--- src/rtl/xor_crypt_pkg.sv ---
// xor_crypt_pkg: keystream taps, LFSR step and FSM states shared by the XOR stream encrypter and decrypter
package xor_crypt_pkg;
  localparam logic [7:0] XOR_TAPS = 8'hB8;
  typedef enum logic {IDLE, RUN} xor_state_t;
  function automatic logic [7:0] lfsr_next(input logic [7:0] s, input logic [7:0] taps = XOR_TAPS);
    return {1'b0, s[7:1]} ^ (s[0] ? taps : 8'h00);
  endfunction
endpackage

--- src/rtl/xor_stream_decrypter_if.sv ---
// xor_stream_decrypter_if: ready/valid byte stream used on both sides of the decrypter
interface xor_stream_decrypter_if #(parameter int DATA_W = 8);
  logic valid;
  logic ready;
  logic [DATA_W-1:0] data;
  modport master (output valid, data, input ready);
  modport slave (input valid, data, output ready);
endinterface

--- src/rtl/xor_keystream_lfsr.sv ---
// xor_keystream_lfsr: Galois LFSR keystream with seed load and zero-seed guard
module xor_keystream_lfsr
  import xor_crypt_pkg::*;
#(
  parameter logic [7:0] TAPS = XOR_TAPS
) (
  input  logic       clk,
  input  logic       rst,
  input  logic       load,
  input  logic       adv,
  input  logic [7:0] seed,
  output logic [7:0] ks
);
  always_ff @(posedge clk or posedge rst)
    if (rst) ks <= '0;
    else if (load) ks <= (seed == 8'h00) ? 8'h01 : seed;
    else if (adv) ks <= lfsr_next(ks, TAPS);
endmodule

--- src/rtl/xor_stream_decrypter.sv ---
// xor_stream_decrypter: XOR stream cipher receive side; `define XOR_DEC_COUNT_EN to build the byte_cnt counter
module xor_stream_decrypter
  import xor_crypt_pkg::*;
#(
  parameter int         DATA_W = 8,
  parameter logic [7:0] TAPS   = XOR_TAPS,
  parameter int         CNT_W  = 16
) (
  input  logic                  clk,
  input  logic                  rst,
  input  logic                  key_load,
  input  logic [DATA_W-1:0]     key_in,
  xor_stream_decrypter_if.slave  in_s,
  xor_stream_decrypter_if.master out_m,
  output logic                  keyed,
  output logic [CNT_W-1:0]      byte_cnt
);
  xor_state_t state;
  logic [7:0] ks;
  logic accept;
  // key_load blocks acceptance so the held byte is decrypted with the new seed
  assign in_s.ready = (state == RUN) && !key_load && (!out_m.valid || out_m.ready);
  assign accept = in_s.valid && in_s.ready;
  xor_keystream_lfsr #(.TAPS(TAPS)) u_ks (
    .clk,
    .rst,
    .load(key_load),
    .adv(accept),
    .seed(key_in),
    .ks
  );
  always_ff @(posedge clk or posedge rst)
    if (rst) begin
      state       <= IDLE;
      keyed       <= 1'b0;
      out_m.valid <= 1'b0;
      out_m.data  <= '0;
    end else begin
      if (key_load) begin
        state <= RUN;
        keyed <= 1'b1;
      end
      if (accept) begin
        out_m.data  <= in_s.data ^ ks;
        out_m.valid <= 1'b1;
      end else if (out_m.ready) out_m.valid <= 1'b0;
    end
`ifdef XOR_DEC_COUNT_EN
  always_ff @(posedge clk or posedge rst)
    if (rst) byte_cnt <= '0;
    else if (key_load) byte_cnt <= '0;
    else if (accept) byte_cnt <= byte_cnt + CNT_W'(1);
`else
  assign byte_cnt = '0;
`endif
endmodule
--- src/flat_wrapper.sv ---
// flat-port wrapper written by rule: the top's interface ports become plain ports
module xor_stream_decrypter_flat import xor_crypt_pkg::*;
#(
  parameter int         DATA_W = 8,
  parameter logic [7:0] TAPS   = XOR_TAPS,
  parameter int         CNT_W  = 16
)
  (clk, rst, key_load, key_in, keyed, byte_cnt, in_s_valid, in_s_data, in_s_ready, out_m_valid, out_m_data, out_m_ready);
  xor_stream_decrypter_if #(.DATA_W(DATA_W)) in_s_i ();
  xor_stream_decrypter_if #(.DATA_W(DATA_W)) out_m_i ();
  input  logic clk;
  input  logic rst;
  input  logic key_load;
  input  logic [DATA_W-1:0] key_in;
  output logic keyed;
  output logic [CNT_W-1:0] byte_cnt;
  input wire logic [$bits(in_s_i.valid)-1:0] in_s_valid;
  input wire logic [$bits(in_s_i.data)-1:0] in_s_data;
  output wire logic [$bits(in_s_i.ready)-1:0] in_s_ready;
  output wire logic [$bits(out_m_i.valid)-1:0] out_m_valid;
  output wire logic [$bits(out_m_i.data)-1:0] out_m_data;
  input wire logic [$bits(out_m_i.ready)-1:0] out_m_ready;
  assign in_s_i.valid = in_s_valid;
  assign in_s_i.data = in_s_data;
  assign in_s_ready = in_s_i.ready;
  assign out_m_valid = out_m_i.valid;
  assign out_m_data = out_m_i.data;
  assign out_m_i.ready = out_m_ready;
  xor_stream_decrypter #(.DATA_W(DATA_W), .TAPS(TAPS), .CNT_W(CNT_W)) u_core (.clk(clk), .rst(rst), .key_load(key_load), .key_in(key_in), .in_s(in_s_i), .out_m(out_m_i), .keyed(keyed), .byte_cnt(byte_cnt));
endmodule
--- config.mk ---
export PLATFORM = sky130hd
export DESIGN_NAME = xor_stream_decrypter_flat
export DESIGN_NICKNAME = d
export VERILOG_FILES = /design/src/rtl/xor_crypt_pkg.sv /design/src/rtl/xor_stream_decrypter_if.sv /design/src/rtl/xor_keystream_lfsr.sv /design/src/rtl/xor_stream_decrypter.sv /design/src/flat_wrapper.sv
export SDC_FILE = /design/constraint.sdc
export NUM_CORES = 1
export LEC_CHECK = 0
export CAP_MARGIN = 20
export CORE_MARGIN = 2
export CORE_UTILIZATION = 40
export CTS_BUF_LIST = sky130_fd_sc_hd__clkbuf_8 sky130_fd_sc_hd__clkbuf_16
export CTS_CLUSTER_SIZE = 25
export DETAILED_ROUTE_END_ITERATION = 10
export GPL_ROUTABILITY_DRIVEN = 0
export PLACE_DENSITY = 0.79
export SLEW_MARGIN = 40
export SYNTH_ARGS = -nofsm -noshare
export SYNTH_HDL_FRONTEND = slang
export SYNTH_HIERARCHICAL = 1
export SYNTH_SLANG_ARGS = --single-unit
--- constraint.sdc ---
create_clock -name clk -period 1.9 [get_ports clk]
set_clock_uncertainty 0.1 [all_clocks]
set_input_delay 0.285 -clock clk [delete_from_list [all_inputs] [get_ports clk]]
set_output_delay 0.285 -clock clk [all_outputs]
set_load 0.005 [all_outputs]
==> run summary, run 1 <==
The flow ran to the end, and the final reports show no timing, DRC or antenna violations. Clock-pin slew was measured on the worst setup and hold paths at 0.07 ns. The number of clock buffers inserted by TritonCTS came out at 3.

The longest clock path from root to sink contains 2 buffers. The average instance in the mapped netlist occupies 11.08 um^2. The initial utilization of the core area, before any placement, comes to 41.46%. Dividing the detail-routed wire length by the instance count gives 11.70 um. Number of global-route vias before repair: 704. The worst setup path is of the input pin to primary output kind. For the worst setup path, the data required time is 1.51 ns. Derived from the worst setup path, the maximum achievable clock frequency is 0.6026 GHz.

Of all nets on the critical path, the largest fanout is 3. In this run the clock root is driven by a sky130_fd_sc_hd__clkbuf_8. The area growth from synthesis to layout is 35.98%.

48 I/O pins were placed. The post-CTS repair timing setup buffer count is 0, and the clock latency of the later-clocked register in the worst-skew pair is 0.25 ns. For the worst setup path, the data arrival time is 1.27 ns. Setup repair after global routing left no endpoint under its margin. The cell count after synthesis came out at 91. The kind of path behind the tightest hold check was input pin to asynchronous set/reset pin. Summing all non-filler instances in the final layout gives an area of 1371 um^2. Setup violations remaining at the end of the flow were counted as 0.

Using the TritonRoute via totals, the vias-per-cell ratio works out to 4.443. The die area was 2939 um^2; the fraction of layout instances using a drive strength above 1 was 16.41%. Detailed routing inserted a total of 702 vias. The smallest clock period supported by the final layout is computed as 1.659 ns.

The horizontal die dimension came out at 54.21 um. TritonCTS built the clock tree. For this run, the total global-route usage over all layers was measured as 13.86%.

The total number of placement rows came out at 18. The DRC marker count from the first detailed-route iteration is 6. Counting flops and latches in the post-synthesis netlist gives 18. The final layout contains 150 nets. The sequential cells in the finished layout cover a total of 450.4 um^2.

Of the available clock period, the critical path in the final layout requires 87.33%. The tools report the count of max-cap constraint violations as 0. The logs give 20 for the number of library cell types mapped by synthesis and 1552 um for the placed wire-length estimate after detailed placement. For the number of antenna violations at the first check in global routing, the log shows 0. Yosys printed 6 warnings. The logs give 1.137 mW for the total design power and 2849 um for the global-route wire length before repair.

Power spread over the standard cell area amounts to 829.0 nW/um^2. The logs give 0 for the count of final max-slew check failures and 470.5 um^2 for the area used by multi-input combinational logic. The total DRC errors in the routed layout was 0. Measured along the y axis, the die boundary spans 54.21 um.

The clock net in this run drives a total of 18 sinks. The tools report the netlist area before placement as 1008 um^2. The final hold violation count is 0.

The total area inside the core boundary comes to 2432 um^2. In this run the remaining antenna-violating nets after routing total 0. After global routing the overflow that remains totals 0. The run gives 226 as the fill cell total of the finished layout. The worst setup path is launched from an input pin. The run gives 1 as the level count of the clock H-tree. VDD sags by at most 457.0 uV. The pin count of the biggest net entering global routing is 18, and the first-pass detailed-route iteration total is 4. The static leakage was 0.6254 nW; the sequential element share of the synthesized area was 44.67%. Once placement finished, the instance area stood at 1318 um^2. The quantity of I/O buffers inserted on ports was 31; the count of antenna diodes in the layout was 0. Wires add up to 1848 um.

The critical path capture point type was a primary output.
cells in the final DEF (no fill, tap or decap):
cell / count
sky130_fd_sc_hd__a211oi_1: 1
sky130_fd_sc_hd__a21oi_1: 2
sky130_fd_sc_hd__and3b_2: 1
sky130_fd_sc_hd__buf_4: 5
sky130_fd_sc_hd__clkbuf_8: 4
sky130_fd_sc_hd__clkdlybuf4s50_1: 30
sky130_fd_sc_hd__conb_1: 16
sky130_fd_sc_hd__dfrtp_1: 18
sky130_fd_sc_hd__dlygate4sd2_1: 1
sky130_fd_sc_hd__inv_1: 3
sky130_fd_sc_hd__mux2_2: 8
sky130_fd_sc_hd__mux2i_1: 7
sky130_fd_sc_hd__nand2_1: 8
sky130_fd_sc_hd__nand2b_4: 1
sky130_fd_sc_hd__nand4b_4: 1
sky130_fd_sc_hd__nor2b_1: 1
sky130_fd_sc_hd__nor3_1: 1
sky130_fd_sc_hd__nor4_1: 1
sky130_fd_sc_hd__o21ai_0: 4
sky130_fd_sc_hd__o21ai_1: 3
sky130_fd_sc_hd__or2_2: 1
sky130_fd_sc_hd__xor2_1: 11
timing repair:
item	in CTS	in global routing
hold buffers	0	0
gates resized for setup	1	0
endpoints found under the setup margin	1	0
metal layers:
metal | share of wire, % | global-route usage [%] | vias to the layer above
met5 | 0 | 0 | -
met4 | 2.1 | 7.500 | 0
met3 | 8.7 | 2.459 | 5
met2 | 49 | 26.31 | 32
met1 | 40 | 14.14 | 321
li1 | - | - | 344
critical path, stage by stage:
cell                              delay [ns]
sky130_fd_sc_hd__clkdlybuf4s50_1        0.51
sky130_fd_sc_hd__and3b_2                0.22
sky130_fd_sc_hd__dlygate4sd2_1          0.26
power breakdown:
| part | switching [mW] | leakage [nW] | internal, mW | total, mW |
|---|---|---|---|---|
| combinational | 0.108 | 0.385 | 0.215 | 0.322 |
| sequential | 0.0498 | 0.212 | 0.456 | 0.505 |
| clock | 0.125 | 0.0288 | 0.184 | 0.309 |
| total | 0.282 | 0.625 | 0.854 | 1.14 |
through the flow:
| step | std cells | worst slack (ns) | util (%) | hold slack (ns) | setup TNS, ns |
|---|---|---|---|---|---|
| global route | 158 | 0.1891 | 56.38 | 0.2300 | 0 |
| CTS | 158 | 0.2293 | 56.38 | 0.2050 | 0 |
| floorplan | 106 | 0.4650 | - | 0.0006578 | 0 |
| global placement | 154 | 0.01534 | 54.17 | 0.3872 | 0 |
| detailed placement | 154 | -0.02180 | 54.17 | 0.3929 | -0.02180 |
| finish | 158 | 0.2406 | 56.38 | 0.1966 | 0 |
area by class of cell:
cell class	instances	area share, %
inverter	3	0.8212
clock buffer	4	4.015
timing repair buffer	36	25.27
sequential	18	32.85
tap	30	2.737
multi-input combinational	67	34.31
registers in the layout, indices dropped and copies added, names as in the netlist:
| register | flops |
|---|---|
| u_core/keyed | 1 |
| u_core/out_m.data | 8 |
| u_core/u_ks/ks | 8 |
| u_core/out_m.valid | 1 |
path summary, 6_finish.rpt:
kind | start | end | slack (ns) | cells after the start
max | key_load | in_s_ready | 0.24 | 3
min | rst | u_core/u_ks/ks[1]$_DFFE_PP0P_ | 0.20 | 2
max reg2reg | u_core/out_m.valid$_DFFE_PP0P_ | u_core/u_ks/ks[5]$_DFFE_PP0P_ | 0.41 | 7
min reg2reg | u_core/out_m.data[5]$_DFFE_PP0P_ | u_core/out_m.data[5]$_DFFE_PP0P_ | 0.41 | 1
max in group asynchronous | rst | u_core/out_m.data[7]$_DFFE_PP0P_ | 1.19 | 2
min in group clk | u_core/out_m.data[5]$_DFFE_PP0P_ | u_core/out_m.data[5]$_DFFE_PP0P_ | 0.41 | 1
cells in the mapped netlist:
library cell | n | area share [%]
sky130_fd_sc_hd__dfrtp_1 | 18 | 45
sky130_fd_sc_hd__buf_4 | 17 | 13
sky130_fd_sc_hd__xor2_1 | 11 | 9.6
sky130_fd_sc_hd__mux2_2 | 8 | 8.9
sky130_fd_sc_hd__nand2_1 | 8 | 3.0
sky130_fd_sc_hd__mux2i_1 | 7 | 6.9
sky130_fd_sc_hd__o21ai_0 | 4 | 2.0
sky130_fd_sc_hd__inv_1 | 3 | 1.1
sky130_fd_sc_hd__o21ai_1 | 3 | 1.5
sky130_fd_sc_hd__a21oi_1 | 2 | 0.99
sky130_fd_sc_hd__a211oi_1 | 1 | 0.74
sky130_fd_sc_hd__and3b_2 | 1 | 0.99
sky130_fd_sc_hd__buf_2 | 1 | 0.50
sky130_fd_sc_hd__conb_1 | 1 | 0.37
sky130_fd_sc_hd__nand2b_4 | 1 | 1.4
sky130_fd_sc_hd__nand4b_4 | 1 | 2.4
sky130_fd_sc_hd__nor2b_1 | 1 | 0.62
sky130_fd_sc_hd__nor3_1 | 1 | 0.50
sky130_fd_sc_hd__nor4_1 | 1 | 0.62
sky130_fd_sc_hd__or2_2 | 1 | 0.62
cells by family (layout without fill, tap and decap cells):
logic type	after synthesis	after routing	synth area share (%)
mux	15	15	15.88
buf+inv	21	43	14.27
simple gates	15	15	10.05
other cells	1	16	0.3719
flops	18	18	44.66
compound gates	10	10	5.211
xor+xnor	11	11	9.553
No activity file was read; power rests on OpenSTA's default activity.
==> run 2, diff against run 1 <==
--- a/config.mk
+++ b/config.mk
@@ -9,11 +9,12 @@
 export CORE_MARGIN = 2
 export CORE_UTILIZATION = 40
 export CTS_BUF_LIST = sky130_fd_sc_hd__clkbuf_8 sky130_fd_sc_hd__clkbuf_16
+export CTS_CLUSTER_DIAMETER = 200
 export CTS_CLUSTER_SIZE = 25
 export DETAILED_ROUTE_END_ITERATION = 10
 export GPL_ROUTABILITY_DRIVEN = 0
 export PLACE_DENSITY = 0.79
-export SLEW_MARGIN = 40
+export SLEW_MARGIN = 10
 export SYNTH_ARGS = -nofsm -noshare
 export SYNTH_HDL_FRONTEND = slang
 export SYNTH_HIERARCHICAL = 1
==> results of run 2 <==
Final layout, timing and power as in run 1 (identical DEF).
